### src/rtl/g726_pkg.sv
// ---------------------------------------------------------------------------
// g726_pkg
// Shared constants, FSM state encoding and the A1 scaling helper used by the
// a2 coefficient update datapath.
// Revision: 1.0 - initial release
// ---------------------------------------------------------------------------
`default_nettype none

package g726_pkg;

  // Datapath widths: 16-bit coefficients, 17-bit gradient arithmetic.
  localparam int unsigned C_W16 = 16;
  localparam int unsigned C_W17 = 17;

  // a2 limits: +0.75 and -0.75 in Q14 two's complement.
  localparam logic [C_W16-1:0] C_A2UL = 16'd12288;
  localparam logic [C_W16-1:0] C_A2LL = 16'd53248;

  // Update sequencer states.
  typedef enum logic [2:0] {
    IDLE = 3'd0,
    S1   = 3'd1,
    S2   = 3'd2,
    S3   = 3'd3,
    DONE = 3'd4
  } state_e;

  // A1 scaled by 4 into 17 bits, clamped to +/-8191 before scaling.
  function automatic logic [C_W17-1:0] a1_scale(input logic [C_W16-1:0] a1);
    logic [C_W17-1:0] s;
    if (a1[15]) begin
      s = (a1 >= 16'd57345) ? {a1[14:0], 2'b00} : 17'd98308;
    end else begin
      s = (a1 <= 16'd8191) ? {a1[14:0], 2'b00} : 17'd32764;
    end
    return s;
  endfunction

endpackage

`default_nettype wire

### src/rtl/a2_coeff_update_limc.sv
// ---------------------------------------------------------------------------
// a2_coeff_update_limc
// Combinational a2 limiter: clamps the unlimited coefficient A2T into
// [A2LL, A2UL] in two's complement.
// Revision: 1.0 - initial release
// ---------------------------------------------------------------------------
`default_nettype none

module a2_coeff_update_limc
  import g726_pkg::*;
#(
  parameter logic [C_W16-1:0] A2UL = C_A2UL,
  parameter logic [C_W16-1:0] A2LL = C_A2LL
) (
  input  logic [C_W16-1:0] a2t_i,
  output logic [C_W16-1:0] a2p_o
);

  // Negative values below A2LL clamp up, positive values above A2UL clamp down.
  always_comb begin
    a2p_o = a2t_i;
    if ((a2t_i >= 16'h8000) && (a2t_i < A2LL)) begin
      a2p_o = A2LL;
    end else if ((a2t_i > A2UL) && (a2t_i < 16'h8000)) begin
      a2p_o = A2UL;
    end
  end

endmodule

`default_nettype wire

### src/rtl/a2_coeff_update.sv
// ---------------------------------------------------------------------------
// a2_coeff_update
// Per-sample a2 pole coefficient update: gradient term, leakage term, limiter
// and transition-forced reset of the stored coefficient. Sequenced over three
// compute cycles plus a done cycle by a start/done handshake.
// Revision: 1.0 - initial release
// ---------------------------------------------------------------------------
`default_nettype none

module a2_coeff_update
  import g726_pkg::*;
#(
  parameter logic [C_W16-1:0] A2UL = C_A2UL,
  parameter logic [C_W16-1:0] A2LL = C_A2LL
) (
  input  logic             clk,
  input  logic             reset,
  input  logic             scan_in0,
  input  logic             scan_in1,
  input  logic             scan_in2,
  input  logic             scan_in3,
  input  logic             scan_in4,
  input  logic             scan_enable,
  input  logic             test_mode,
  input  logic             start,
  input  logic             PK0,
  input  logic             PK1,
  input  logic             PK2,
  input  logic             SIGPK,
  input  logic [C_W16-1:0] A1,
  input  logic             TR,
  output logic             busy,
  output logic             done,
  output logic [C_W16-1:0] A2P,
  output logic [C_W16-1:0] A2,
  output logic             scan_out0,
  output logic             scan_out1,
  output logic             scan_out2,
  output logic             scan_out3,
  output logic             scan_out4
);

  state_e           state_q;
  logic             busy_q, done_q;
  logic             pk0_q, pk1_q, pk2_q, sigpk_q, tr_q;
  logic [C_W16-1:0] a1_q;
  logic [C_W17-1:0] uga2a_q, fa_q;
  logic [C_W16-1:0] uga2_q, ula2_q;
  logic [C_W16-1:0] a2p_q, a2_q;

  logic             pks1, pks2;
  logic [C_W17-1:0] a1s, uga2a_d, fa_d, uga2b;
  logic [C_W16-1:0] uga2_d, ula2_d, a2_sh, ua2, a2t, a2p_w;

  // Stage datapaths; each stage consumes only registers loaded by the previous one.
  always_comb begin
    pks1    = pk0_q ^ pk1_q;
    pks2    = pk0_q ^ pk2_q;
    uga2a_d = pks2 ? 17'd114688 : 17'd16384;
    a1s     = a1_scale(a1_q);
    fa_d    = pks1 ? a1s : (17'd0 - a1s);
    uga2b   = uga2a_q + fa_q;
    if (sigpk_q) begin
      uga2_d = '0;
    end else if (uga2b[16]) begin
      uga2_d = {6'b0, uga2b[16:7]} + 16'd64512;
    end else begin
      uga2_d = {6'b0, uga2b[16:7]};
    end
    a2_sh  = {7'b0, a2_q[15:7]};
    ula2_d = a2_q[15] ? (16'd0 - (a2_sh + 16'd65024)) : (16'd0 - a2_sh);
    ua2    = uga2_q + ula2_q;
    a2t    = a2_q + ua2;
  end

  a2_coeff_update_limc #(
    .A2UL (A2UL),
    .A2LL (A2LL)
  ) u_limc (
    .a2t_i (a2t),
    .a2p_o (a2p_w)
  );

  // Sequencer with registered handshake outputs and all pipeline state.
  always_ff @(posedge clk or negedge reset) begin
    if (!reset) begin
      state_q <= IDLE;
      busy_q  <= 1'b0;
      done_q  <= 1'b0;
      pk0_q   <= 1'b0;
      pk1_q   <= 1'b0;
      pk2_q   <= 1'b0;
      sigpk_q <= 1'b0;
      tr_q    <= 1'b0;
      a1_q    <= '0;
      uga2a_q <= '0;
      fa_q    <= '0;
      uga2_q  <= '0;
      ula2_q  <= '0;
      a2p_q   <= '0;
      a2_q    <= '0;
    end else begin
      case (state_q)
        IDLE: begin
          done_q <= 1'b0;
          if (start) begin
            pk0_q   <= PK0;
            pk1_q   <= PK1;
            pk2_q   <= PK2;
            sigpk_q <= SIGPK;
            tr_q    <= TR;
            a1_q    <= A1;
            busy_q  <= 1'b1;
            state_q <= S1;
          end
        end
        S1: begin
          uga2a_q <= uga2a_d;
          fa_q    <= fa_d;
          state_q <= S2;
        end
        S2: begin
          uga2_q  <= uga2_d;
          ula2_q  <= ula2_d;
          state_q <= S3;
        end
        S3: begin
          a2p_q   <= a2p_w;
          a2_q    <= tr_q ? '0 : a2p_w;
          busy_q  <= 1'b0;
          done_q  <= 1'b1;
          state_q <= DONE;
        end
        DONE: begin
          done_q  <= 1'b0;
          state_q <= IDLE;
        end
        default: begin
          busy_q  <= 1'b0;
          done_q  <= 1'b0;
          state_q <= IDLE;
        end
      endcase
    end
  end

  assign busy = busy_q;
  assign done = done_q;
  assign A2P  = a2p_q;
  assign A2   = a2_q;

  // Scan ports are stitched at DFT insertion; held low in functional mode.
  assign scan_out0 = test_mode & scan_enable & scan_in0;
  assign scan_out1 = test_mode & scan_enable & scan_in1;
  assign scan_out2 = test_mode & scan_enable & scan_in2;
  assign scan_out3 = test_mode & scan_enable & scan_in3;
  assign scan_out4 = test_mode & scan_enable & scan_in4;

endmodule

`default_nettype wire
### config.mk
export PLATFORM = sky130hd
export DESIGN_NAME = a2_coeff_update
export DESIGN_NICKNAME = d
export VERILOG_FILES = /design/src/rtl/g726_pkg.sv /design/src/rtl/a2_coeff_update_limc.sv /design/src/rtl/a2_coeff_update.sv
export SDC_FILE = /design/constraint.sdc
export NUM_CORES = 1
export LEC_CHECK = 0
export BUFFER_PORTS_ARGS = -buffer_cell sky130_fd_sc_hd__buf_4
export CAP_MARGIN = 20
export CORE_AREA = 2 2 150 152
export CTS_CLUSTER_SIZE = 10
export DETAILED_ROUTE_END_ITERATION = 8
export DIE_AREA = 0 0 152 154
export GPL_ROUTABILITY_DRIVEN = 1
export PLACE_DENSITY = 0.48
export SYNTH_ARGS = -nofsm -noshare
export SYNTH_HDL_FRONTEND = slang
export SYNTH_HIERARCHICAL = 1
export SYNTH_SLANG_ARGS = --single-unit
### constraint.sdc
create_clock -name clk -period 3.65 [get_ports clk]
set_input_delay 0 -clock clk [delete_from_list [all_inputs] [get_ports clk]]
set_output_delay 0 -clock clk [all_outputs]
set_load 0.02 [all_outputs]
# ---- After elaboration in Yosys (flattened, before gate mapping)
# Cells that the tools add are included.
dict set report word_totals {
  out_inout_bits 39
  word_cells 66
  reg_bits 124
  in_bits 31
}
dict set report op_classes {
  order_cmp 6
  n_reduce_logical 7
  bitwise 9
  eq_ne 5
  addsub 8
  n_mux 16
}
# op count
set ops {}
lappend ops {{two-way mux 16 bit} 6}
lappend ops {{two-way mux 17 bit} 5}
lappend ops {{adder 16 bit} 2}
lappend ops {{>= comparator 16 bit, second input constant} 2}
lappend ops {{less-than comparator 16 bit, second input constant} 2}
lappend ops {{adder 17 bit} 1}
lappend ops {{subtractor 1 x 17 -> 17 bit, first input constant} 1}
lappend ops {{> comparator 16 x 14 -> 1 bit, second input constant} 1}
lappend ops {{less-or-equal comparator 16 x 13 -> 1 bit, second input constant} 1}
lappend ops {{adder 11 x 11 -> 12 bit, second input constant} 1}
lappend ops {{case mux 3 bit (4 select lines)} 1}
lappend ops {{subtractor 1 x 11 -> 12 bit, first input constant} 1}
lappend ops {{adder 10 x 10 -> 11 bit, second input constant} 1}
lappend ops {{subtractor 1 x 9 -> 10 bit, first input constant} 1}
lappend ops {{bitwise AND 1 bit} 6}
lappend ops {{== test 3 x 2 -> 1 bit, second input constant} 2}
lappend ops {{case mux 1 bit (2 select lines)} 2}
lappend ops {{AND reduction 2 bit} 2}
lappend ops {{== test 3 x 1 -> 1 bit, second input constant} 1}
lappend ops {{== test 3 bit, second input constant} 1}
lappend ops {{logical NOT 3 bit} 1}
lappend ops {{two-way mux 3 bit} 1}
lappend ops {{OR reduction 3 bit} 1}
lappend ops {{logical AND 1 bit} 2}
lappend ops {{other kinds (5)} 6}

# ---- Longest topological paths before layout
dict set report logic_depth {
  depth_word 7
  mapped_depth 17
  mapped_depth_nobuf 16
}

# ---- By module
# The synthesis kept the hierarchy.
# module seq_area_each_um2 n_inst cells_each area_per_inst_um2
set by_module_without_submodules {}
lappend by_module_without_submodules {a2_coeff_update 2277.2 1 534 5177.5}
lappend by_module_without_submodules {a2_coeff_update_limc 0.0 1 23 197.7}

# ---- Least setup slack after synthesis
# Ideal clock, no wire load.
dict set report synth_timing {
  path_kind {reg-to-reg}
  startpoint {reg a2_q[1] (netlist: A2[1])}
  endpoint {reg a2_q[1] (netlist: A2[1])}
  slack_ns -0.107
  t_arrival_ns 3.673
  required_ns 3.567
  path_buffers 1
  path_stages_with_launch 16
  setup_time_ns 0.083
  synth_period_minus_slack_ns 3.757
  path_cell_list {dfrtp_1 fa_1 ha_1 inv_1 fa_1 nor2b_1 o31a_1 o211ai_1 a311oi_1 nor4_1 nor3_1 o211ai_1 buf_4 a21boi_2 nand2b_1 o21ai_0}
}
dict set report synth_via {
  elab_chain_len 6
  word_cells_on_any_way 10
  classes_between {add/sub: 1; order compare: 4; mux: 3; reduce/logical: 2}
}
# element line_no
set synth_rtl {}
lappend synth_rtl {{start, declared} a2_coeff_update.sv:49} ;# logic [C_W16-1:0] a2p_q, a2_q;
lappend synth_rtl {{start signal, assigned} a2_coeff_update.sv:129} ;# a2_q <= tr_q ? '0 : a2p_w;
lappend synth_rtl {{adder 16 bit (*)} a2_coeff_update.sv:73} ;# a2t = a2_q + ua2;
lappend synth_rtl {{via a2t[15]} a2_coeff_update.sv:53} ;# logic [C_W16-1:0] uga2_d, ula2_d, a2_sh, ua2, a2t, a2p_w;
lappend synth_rtl {{> comparator 16 x 14 -> 1 bit or less-than comparator 16 bit (tied branches)} a2_coeff_update_limc.sv:24} ;# end else if ((a2t_i > A2UL) && (a2t_i < 16'h8000)) begin
lappend synth_rtl {{logical AND 1 bit} a2_coeff_update_limc.sv:24}
lappend synth_rtl {{two-way mux 16 bit} a2_coeff_update_limc.sv:24}
lappend synth_rtl {{two-way mux 16 bit (*)} a2_coeff_update_limc.sv:22} ;# if ((a2t_i >= 16'h8000) && (a2t_i < A2LL)) begin
lappend synth_rtl {{via a2p_w[1]} a2_coeff_update.sv:53}
lappend synth_rtl {{two-way mux 16 bit (*)} a2_coeff_update.sv:129}
# Mark *: on every way through the listed nets, which the timed path passes. The rest lies on a longest branch.
# A chain may end at the register's enable or synchronous reset.

# ---- Worst setup path in the final report
dict set report layout_timing {
  startpoint {reg ula2_q[1]}
  endpoint {reg a2_q[3] (netlist: A2[3])}
}
dict set report layout_via {
  elab_chain_len 7
  word_cells_on_any_way 11
  classes_between {add/sub: 2; order compare: 4; mux: 3; reduce/logical: 2}
}
# element line_no
set layout_rtl {}
lappend layout_rtl {{start, declared} a2_coeff_update.sv:48} ;# logic [C_W16-1:0] uga2_q, ula2_q;
lappend layout_rtl {{start signal, assigned} a2_coeff_update.sv:124} ;# ula2_q <= ula2_d;
lappend layout_rtl {{adder 16 bit (*)} a2_coeff_update.sv:72} ;# ua2 = uga2_q + ula2_q;
lappend layout_rtl {{adder 16 bit (*)} a2_coeff_update.sv:73}
lappend layout_rtl {{via a2t[15]} a2_coeff_update.sv:53}
lappend layout_rtl {{> comparator 16 x 14 -> 1 bit or less-than comparator 16 bit (tied branches)} a2_coeff_update_limc.sv:24}
lappend layout_rtl {{logical AND 1 bit} a2_coeff_update_limc.sv:24}
lappend layout_rtl {{two-way mux 16 bit} a2_coeff_update_limc.sv:24}
lappend layout_rtl {{two-way mux 16 bit (*)} a2_coeff_update_limc.sv:22}
lappend layout_rtl {{via a2p_w[3]} a2_coeff_update.sv:53}
lappend layout_rtl {{two-way mux 16 bit (*)} a2_coeff_update.sv:129}
# Marked as above.

==> summary.md <==
| Metric | Value |
|---|---|
| Status | `finished, violations left` |
| Failing checks | `setup timing` |
| Router iterations before antenna repair | `4` |
| Final Hold Vio Count | `0` |
| Chip Height | `154 µm` |
| Rel. slew slack | `43.35%` |
| Crit path max-delay family | `compound AO/OA/AOI/OAI gates` |
| Async SR Flop Fraction | `100.0%` |
| Routed Antenna Nets | `0` |
| Reg2Reg Depth | `16` |
| Worst Path Max Fanout | `8` |
| Vias in the first global route | `4513` |
| Cell variety after synth | `60` |
| Fin util | `32.36%` |
| Worst Tran Pin Value | `0.8498 ns` |
| Die footprint | `23410 µm²` |
| Worst reg2reg endpoint | `A2[3]` |
| Post-synthesis area per instance | `9.650 µm²` |
| First-pass GRT wire length | `22880 µm` |
| CP bufs+invs | `3` |
| Vias/cell | `4.441` |
| Most frequent cells in the layout | `nand2_1 (115), buf_4 (102), dfrtp_1 (91)` |
| Crit start category | `register` |
| Synth top area cells | `dfrtp_1 (42%), nand2_1 (8.0%), fa_1 (6.3%), o21ai_0 (4.6%), mux2_2 (4.2%)` |
| Number of synthesized flops with an enable pin | `0` |
| Clock Latency Late Sink | `0.35 ns` |
| Placed Area | `6387 µm²` |
| Initial antenna violation count | `0` |
| FMAX | `268.8 MHz` |
| TritonCTS buffer count | `9` |
| GRT Total Usage | `12.16%` |
| Site row count | `54` |
| Final setup viols | `16` |
| Max cap viols | `0` |
| Unrepaired setup endpoints after global routing | `true` |
| Flop-to-flop setup slack | `-0.07 ns` |
| Kind of critical path | `reg -> reg` |
| H-tree lvl count | `3` |
| Initial Utilization | `24.78%` |
| CTS root buf | `clkbuf_16` |
| Design area | `7019 µm²` |
| GP Congestion | `0.8389` |
| Drt initial violations | `165` |
| Antenna diodes | `0` |
| Clock Skew | `0.009067 ns` |
| Crit path cell chain | `fa_1, ha_2, inv_2, fa_2, nor2b_1, o31a_1, o211ai_1, a311oi_1, buf_4, and4_1, nor3_2, a211o_2, buf_12, a21boi_2, nand2b_1, o21ai_0` |
| WL per Instance | `14.24 µm` |
| Largest net degree at the start of global routing | `66` |
| Fin crit share | `101.9%` |
| Chip width | `152 µm` |
| Slew Viols, Final | `0` |
| Hpwl dp | `10160 µm` |
| I/O Buffers | `69` |
| Yosys top cell area share | `42.36%` |
| Synth warnings | `6` |
| Post-synth top area cell | `dfrtp_1` |
| Final worst slack | `-0.06968 ns` |
| Main synth FF type | `dfrtp_1` |
| Drt total wl | `13600 µm` |
| Most common cell after layout, fill and taps aside | `nand2_1` |
| Synth Register Bits | `91` |
| Clock Tree Buf Depth | `2` |
| IO Count | `70` |
| Layout cell share with drive strength beyond 1 | `25.04%` |
| Mapped Area | `5375 µm²` |
| TritonCTS clock tree | `done` |
| Core area | `21690 µm²` |
| Reg2reg start | `ula2_q[1]` |
| Crit path DAT | `4.00 ns` |
| Gr ovfl total | `0` |
| Setup_tns | `-0.5348 ns` |
| Drt drc | `0` |
| Nets | `735` |
| DR vias | `4241` |
| Clk sinks | `91` |
| Post-layout min period | `3.720 ns` |
| Worst setup EP type | `register` |
| Largest stage delay, worst path | `0.55 ns` |
| Syn_nets | `622` |
| Seq/Total Area, Yosys | `42.36%` |
| Slowest CP cell | `fa_1` |
| Hold Crit Class | `in -> async` |
| Clock transition at path regs | `0.07 ns` |
| Mapped Cells | `557` |
| Syn-to-layout area delta | `30.59%` |
| Worst Path Required | `3.93 ns` |
-- layer usage --
| metal | wire length [µm] | GRT usage, % | share of wire [%] | vias to the layer above |
|---|---|---|---|---|
| met5 | 0 | 0 | 0 | - |
| met4 | 181 | 3.516 | 1.3 | 0 |
| met3 | 471 | 2.593 | 3.5 | 12 |
| met2 | 6832 | 21.45 | 50 | 72 |
| met1 | 6110 | 14.97 | 45 | 2040 |
| li1 | - | - | - | 2117 |
-- cell type report --
cell class                      count  area, µm²
Tap cell                          280      350.3
Multi-Input combinational cell    423       2959
Fill cell                        2207      14670
Timing Repair Buffer              129       1071
Inverter                           16      60.06
Sequential cell                    91       2277
Clock buffer                        9      225.2
Clock inverter                      7      76.32
-- timing repair --
item                                    4_1_cts  5_1_grt
pin swaps                                     1       11
hold buffers                                 23        0
setup buffers                                 0        5
endpoints found under the setup margin       12       27
endpoints found under the hold margin        86        0
gates resized for setup                       7       15
-- cell families after synthesis --
kind of cell               Yosys count  synth area share, %
DFF                                 91                42.36
buffers and inverters               43                3.491
xor gates and xnor gates            31                5.051
and+or+nand+nor                    213                18.88
muxes                               22                4.609
AOI/OAI and AO/OA                  123                15.32
adders and majority gates           34                10.29
-- metrics by stage --
step / hold WS, ns / setup WS [ns] / instances
final: 0.2857 / -0.06968 / 955
after global routing: 0.3546 / -0.2669 / 955
after CTS: 0.3436 / -0.02848 / 949
after detailed placement: 0.1757 / -0.2017 / 910
after global placement: 0.1669 / -0.1598 / 910
after floorplan: -0.2956 / 0.05262 / 557
-- worst max-delay path by stage --
stage               from     end  depth (start not counted)  slack, ns
2_1_floorplan      A2[1]   A2[1]                         15       0.05
3_5_place_dp       A2[1]   A2[9]                         15      -0.20
6_report       ula2_q[1]   A2[3]                         16      -0.07
4_1_cts            A2[1]  A2[10]                         15      -0.03
3_3_place_gp       A2[1]   A2[9]                         15      -0.16
5_1_grt        ula2_q[1]   A2[0]                         16      -0.27
-- synth_stat cells, types with 4 or more instances --
cell / number
and3_1: 6
nor3_1: 5
nand2_1: 115
xnor2_1: 21
ha_1: 17
or4_1: 4
fa_1: 17
o211ai_1: 5
a21boi_0: 5
dfrtp_1: 91
o21ai_0: 49
nand3_1: 4
nand2b_1: 25
o21ai_1: 7
a21oi_1: 18
mux2_2: 20
nand3b_1: 5
a21boi_2: 10
clkbuf_1: 18
nor2_1: 27
xor2_1: 10
a211o_1: 4
inv_1: 16
o21a_1: 5
-- state kept, by name, summed over array words and instances, names as in the netlist --
name	count
A2P	16
A2	16
a1_q	16
ula2_q	11
fa_q	10
uga2_q	10
state_q	3
uga2a_q	2
busy	1
done	1
pk0_q	1
pk1_q	1
pk2_q	1
sigpk_q	1
tr_q	1
Power is left out: the tool's default activity adds up to more than one toggle a clock period on the data nets, which glitch-free logic cannot reach.
